===== src/rtl/cby_param_cb.sv =====
// Parametrised Y-channel connection block: track pass-through, per-pin muxes and a
// frame-load controller with a shadow register. Optional macro CB_CFG_PARITY_EN adds even parity and cfg_err.
module cby_param_cb #(
   parameter int CHAN_W   = 9,
   parameter int NUM_PINS = 5,
   parameter int MUX_SIZE = 6,
   parameter int STRIDE   = 4
) (
   input  logic                prog_clk,
   input  logic                pReset_n,
   input  logic                ccff_head,
   input  logic                ccff_shift_en,
   input  logic [CHAN_W-1:0]   chany_bottom_in,
   input  logic [CHAN_W-1:0]   chany_top_in,
   output logic [CHAN_W-1:0]   chany_bottom_out,
   output logic [CHAN_W-1:0]   chany_top_out,
   output logic [NUM_PINS-1:0] grid_pin,
   output logic                ccff_tail,
`ifdef CB_CFG_PARITY_EN
   output logic                cfg_err,
`endif
   output logic                cfg_done
);

   localparam int SEL_W     = $clog2(MUX_SIZE);
   localparam int CFG_BITS  = NUM_PINS * SEL_W;
`ifdef CB_CFG_PARITY_EN
   localparam int CHAIN_LEN = CFG_BITS + 1;
`else
   localparam int CHAIN_LEN = CFG_BITS;
`endif
   localparam int CNT_W     = $clog2(CHAIN_LEN + 1);
   localparam int PAD_SIZE  = 1 << SEL_W;

   typedef enum logic [1:0] {
      ST_UNCONFIG,
      ST_LOADING,
      ST_COMMIT,
      ST_CONFIGURED
   } state_t;

   // A one-bit chain completes its frame on the very first shift.
   localparam state_t           START_ST  = (CHAIN_LEN == 1) ? ST_COMMIT : ST_LOADING;
   localparam logic [CNT_W-1:0] START_CNT = (CHAIN_LEN == 1) ? '0 : CNT_W'(1);
   localparam logic [CNT_W-1:0] LAST_CNT  = CNT_W'(CHAIN_LEN - 1);

   state_t               state_reg;
   logic [CNT_W-1:0]     cnt_reg;
   logic [CHAIN_LEN-1:0] sr_reg;
   logic [CFG_BITS-1:0]  shadow_reg;
   logic                 valid_reg;
   logic                 cfg_done_reg;
`ifdef CB_CFG_PARITY_EN
   logic                 cfg_err_reg;
`endif

   always_ff @(posedge prog_clk) begin
      if (!pReset_n) begin
         state_reg    <= ST_UNCONFIG;
         cnt_reg      <= '0;
         sr_reg       <= '0;
         shadow_reg   <= '0;
         valid_reg    <= 1'b0;
         cfg_done_reg <= 1'b0;
`ifdef CB_CFG_PARITY_EN
         cfg_err_reg  <= 1'b0;
`endif
      end else begin
         if (ccff_shift_en) begin
            sr_reg <= (sr_reg << 1) | CHAIN_LEN'(ccff_head);
         end
         case (state_reg)
            ST_UNCONFIG, ST_CONFIGURED: begin
               if (ccff_shift_en) begin
                  state_reg    <= START_ST;
                  cnt_reg      <= START_CNT;
                  cfg_done_reg <= 1'b0;
               end
            end
            ST_LOADING: begin
               if (ccff_shift_en) begin
                  if (cnt_reg == LAST_CNT) begin
                     state_reg <= ST_COMMIT;
                     cnt_reg   <= '0;
                  end else begin
                     cnt_reg <= cnt_reg + CNT_W'(1);
                  end
               end
            end
            ST_COMMIT: begin
               // sr_reg here is still the completed frame; a shift this cycle only affects the next one.
`ifdef CB_CFG_PARITY_EN
               if (^sr_reg) begin
                  cfg_err_reg  <= 1'b1;
                  cfg_done_reg <= 1'b0;
               end else begin
                  shadow_reg   <= sr_reg[CFG_BITS-1:0];
                  valid_reg    <= 1'b1;
                  cfg_done_reg <= 1'b1;
                  cfg_err_reg  <= 1'b0;
               end
`else
               shadow_reg   <= sr_reg[CFG_BITS-1:0];
               valid_reg    <= 1'b1;
               cfg_done_reg <= 1'b1;
`endif
               if (ccff_shift_en) begin
                  state_reg <= START_ST;
                  cnt_reg   <= START_CNT;
               end else begin
                  state_reg <= ST_CONFIGURED;
               end
            end
            default: state_reg <= ST_UNCONFIG;
         endcase
      end
   end

   assign chany_bottom_out = chany_top_in;
   assign chany_top_out    = chany_bottom_in;
   assign ccff_tail        = sr_reg[CHAIN_LEN-1];
   assign cfg_done         = cfg_done_reg;
`ifdef CB_CFG_PARITY_EN
   assign cfg_err          = cfg_err_reg;
`endif

   genvar gi, gj;
   generate
      for (gi = 0; gi < NUM_PINS; gi++) begin : g_pin
         logic [PAD_SIZE-1:0] mux_in;
         logic [SEL_W-1:0]    sel;

         assign sel = shadow_reg[gi*SEL_W +: SEL_W];

         // Inputs beyond MUX_SIZE are tied low so out-of-range selects read 0.
         for (gj = 0; gj < PAD_SIZE; gj++) begin : g_in
            if (gj < MUX_SIZE) begin : g_track
               localparam int TRACK = (gi + (gj / 2) * STRIDE) % CHAN_W;
               assign mux_in[gj] = (gj % 2 == 0) ? chany_bottom_in[TRACK] : chany_top_in[TRACK];
            end else begin : g_pad
               assign mux_in[gj] = 1'b0;
            end
         end

         assign grid_pin[gi] = valid_reg & mux_in[sel];
      end
   endgenerate

endmodule


===== config.mk =====
export PLATFORM = sky130hd
export DESIGN_NAME = cby_param_cb
export DESIGN_NICKNAME = d
export VERILOG_FILES = /design/src/rtl/cby_param_cb.sv
export SDC_FILE = /design/constraint.sdc
export NUM_CORES = 1
export LEC_CHECK = 0
export ABC_CLOCK_PERIOD_IN_PS = 2600
export CORE_MARGIN = 1.5
export CORE_UTILIZATION = 53
export CTS_CLUSTER_DIAMETER = 120
export DETAILED_ROUTE_END_ITERATION = 16
export PLACE_DENSITY = 0.85
export SYNTH_ARGS = -nofsm -noshare
export SYNTH_HDL_FRONTEND = slang
export SYNTH_SLANG_ARGS = --single-unit

===== constraint.sdc =====
create_clock -name prog_clk -period 2.6 [get_ports prog_clk]
set_clock_uncertainty 0.15 [all_clocks]
set_input_delay 0.65 -clock prog_clk [delete_from_list [all_inputs] [get_ports prog_clk]]
set_output_delay 0.65 -clock prog_clk [all_outputs]
set_load 0.02 [all_outputs]

==> results.py <==
metrics = {
    "clock_network": {
        "postCtsHoldBufs": 0,
        "clock-sinks": 38,
        "cts_buffer_depth": 2,
        "h-tree-depth": 2,
        "clockRootBuffer": "clkbuf_4",
        "cts_tree": "done",
        "cts.reportedPaths.clkPinSlew_ns": 0.10,
        "post-cts-setup-buffers": 0,
        "cts-resized-gates": 49,
        "clock_latency_ns": 0.33,
        "cts_made_buffers": 5,
    },
    "placed_design": {
        "dp_hpwl_mm": 2.76,
        "post_dp_cell_area_um2": 2400,
        "dp_cells": 276,
        "place.gp.congestion": 0.799,
        "port_buffers": 46,
    },
    "cells_and_area": {
        "drive_above_1_share_pct": 14.7,
        "stdcell_area_um2": 2440,
        "layout_commonest_cell": "dfxtp_1",
        "nFillCells": 272,
        "nNetsFinal": 264,
        "layout_common_cells": "dfxtp_1 (38), mux2i_1 (36), nor2_1 (33)",
        "fin_cells": 284,
        "n_antenna_cell": 0,
        "area_growth_pct": 26.2,
    },
    "yosys": {
        "synth_top_cell_area_share_pct": 39.4,
        "synth-seq-cells": 38,
        "synth_fp_nets": 222,
        "yosys_warnings": 0,
        "yosysTopAreaCell": "dfxtp_1",
        "synth_area_leaders": "dfxtp_1 (39%), mux2i_1 (19%), buf_4 (7.8%), nor2_1 (6.4%), mux4_2 (5.8%)",
        "syn_area_um2": 1930,
        "avgSynthCellArea_um2": 9.91,
        "synthCells": 195,
        "yosysSeqAreaShare_pct": 39.4,
        "synthDistinctLibCells": 30,
    },
    "worst_setup_path": {
        "path_class": "input port to primary output",
        "crit_chain": "dlygate4sd2_1, mux4_2, nand3b_1, o21ai_1, buf_4",
        "crit_path_top_delay_cell": "mux4_2",
        "max_stage_delay_ns": 0.47,
        "crit_buf_inv": 2,
        "crit_family": "multiplexers",
        "cp-start-kind": "input port",
        "critPathArrivalTime_ns": 1.71,
        "r2r_start": "cnt_reg[0]$_SDFFE_PN0P_",
        "crit_fanout": 3,
        "r2r_setup_slack_ns": 0.86,
        "cp.required_ns": 1.80,
        "cp-end-kind": "primary output",
        "crit_start": "chany_bottom_in[4]",
    },
    "sta": {
        "maxSlewHeadroom_pct": 73.1,
        "worst_pin_slew_ns": 0.403,
        "fin_crit_sh_pct": 96.4,
        "period_minus_slack_ns": 2.51,
        "fmax_mhz": 399,
        "slew_viol_final": 0,
        "rsz0062_at_grt": "no",
        "hold_viol_final": 0,
        "finalSetupViolCount": 0,
    },
    "pwr": {
        "p_sw_share_pct": 24.9,
        "powerDensity_nw_per_um2": 476,
        "p_sw_uw": 290,
        "leakage_nw": 0.979,
        "pwr-share-clk_pct": 31.8,
        "vdd_drop_max_v": 0.000356,
        "intPower_uw": 872,
        "power_mw": 1.16,
        "pwr-share-comb_pct": 16.5,
        "pwr-share-seq_pct": 51.7,
    },
    "grt": {
        "grt_overflow_total": 0,
        "grt_pass1_vias": 1360,
        "grt_max_degree": 32,
        "antenna_found_initial": 0,
        "grt_pass1_wl_mm": 6.19,
        "grt.total_usage_pct": 19.4,
    },
    "die": {
        "dieHeight_um": 63.4,
        "dieArea_um2": 4020,
        "start_util_pct": 56.6,
        "core.rowCount": 21,
        "fp.dieW_um": 63.4,
        "ios": 47,
        "core_um2": 3420,
    },
    "routing": {
        "via_count": 1494,
        "drtIter0Drc": 31,
        "drt_pass1_iterations": 4,
        "post_drt_wl_per_cell_um": 13.1,
        "drc_errors": 0,
        "avgViaCountPerCell": 5.26,
        "ant_nets": 0,
        "routed_wl_mm": 3.73,
    },
    "run": {
        "cap_violations": 0,
    },
    "run_status": {
        "status": "finished clean",
    },
    "worst_hold_path": {
        "hp-class": "flop to flop",
        "hold_start": "state_reg[1]$_SDFFE_PN0P_",
    },
}
-- cell type report --
cell class / count / area, um^2 / share of cell area, %
multi-input combinational: 124 / 971 / 39.8
sequential: 38 / 761 / 31.2
timing repair buffer: 61 / 546 / 22.4
clock buffer: 8 / 78.8 / 3.23
tap: 46 / 57.6 / 2.36
inverter: 7 / 26.3 / 1.08
-- cells in the mapped netlist --
cell        n
o221ai_1    2
nand2b_1    3
inv_2       1
or4b_1      1
clkbuf_1    4
nand4b_1    1
mux4_2      5
nor2_1     33
a21bo_2     1
and2b_1     1
mux2i_1    36
o311ai_1    1
a311oi_1    1
a21oi_1     3
o211a_1     1
and3_1      2
nand3_1     4
buf_2       2
o21ai_0     5
buf_4      20
a2111o_1    1
nand3b_1   10
a2bb2oi_1   1
ha_1        5
a211o_1     1
inv_1       6
o2111ai_1   2
dfxtp_1    38
nand2_1     3
and2_1      1
-- path summary, 6_finish.rpt --
kind / to / depth (start not counted)
worst max-delay path: grid_pin[4] / 5
worst max register to register: cnt_reg[3]$_SDFFE_PN0P_ / 5
worst min register to register: state_reg[1]$_SDFFE_PN0P_ / 2
worst min-delay path: state_reg[1]$_SDFFE_PN0P_ / 2
-- worst register-to-register path, delay by kind of cell, from the launching register on --
kind	cells	cell delay (ns)
AO/OA/AOI/OAI	1	0.09
adder cells (fa/ha/maj)	1	0.20
flip-flops	1	0.40
buffers and inverters	1	0.06
AND/OR/NAND/NOR	2	0.75
-- cell families after synthesis --
| family | share of synthesized area (%) |
|---|---|
| AND/OR/NAND/NOR | 15.2 |
| multiplexers | 24.5 |
| flip-flops | 39.4 |
| buffers and inverters | 10.4 |
| AO/OA/AOI/OAI | 7.31 |
| adder cells (fa/ha/maj) | 3.24 |
-- per-stage QoR --
step	hold slack (ns)	setup slack, ns	TNS (ns)	util, %
after floorplan	0.301	0.395	0	-
after global routing	0.378	0.0353	0	71.4
after global placement	0.329	-0.476	-2.58	70.3
final	0.343	0.0937	0	71.4
after detailed placement	0.328	-0.513	-2.80	70.3
after CTS	0.343	0.0930	0	71.4
-- layer usage --
metal	track usage, %	part of all wire [%]	vias up
met3	4.64	6.2	5
met1	24.1	44	691
met2	32.8	49	46
li1	-	-	752
met4	6.52	1.0	0
met5	0	0	-
-- power groups by stage --
stage          clock, mW  sequential, mW  combinational [mW]
5_1_grt            0.402           0.602               0.205
3_5_place_dp           0           0.614               0.202
6_report           0.370           0.601               0.192
4_1_cts            0.377           0.601               0.192
3_3_place_gp           0           0.614               0.200
2_1_floorplan          0           0.611               0.122
Note: power is estimated with default switching activity, not from simulation.
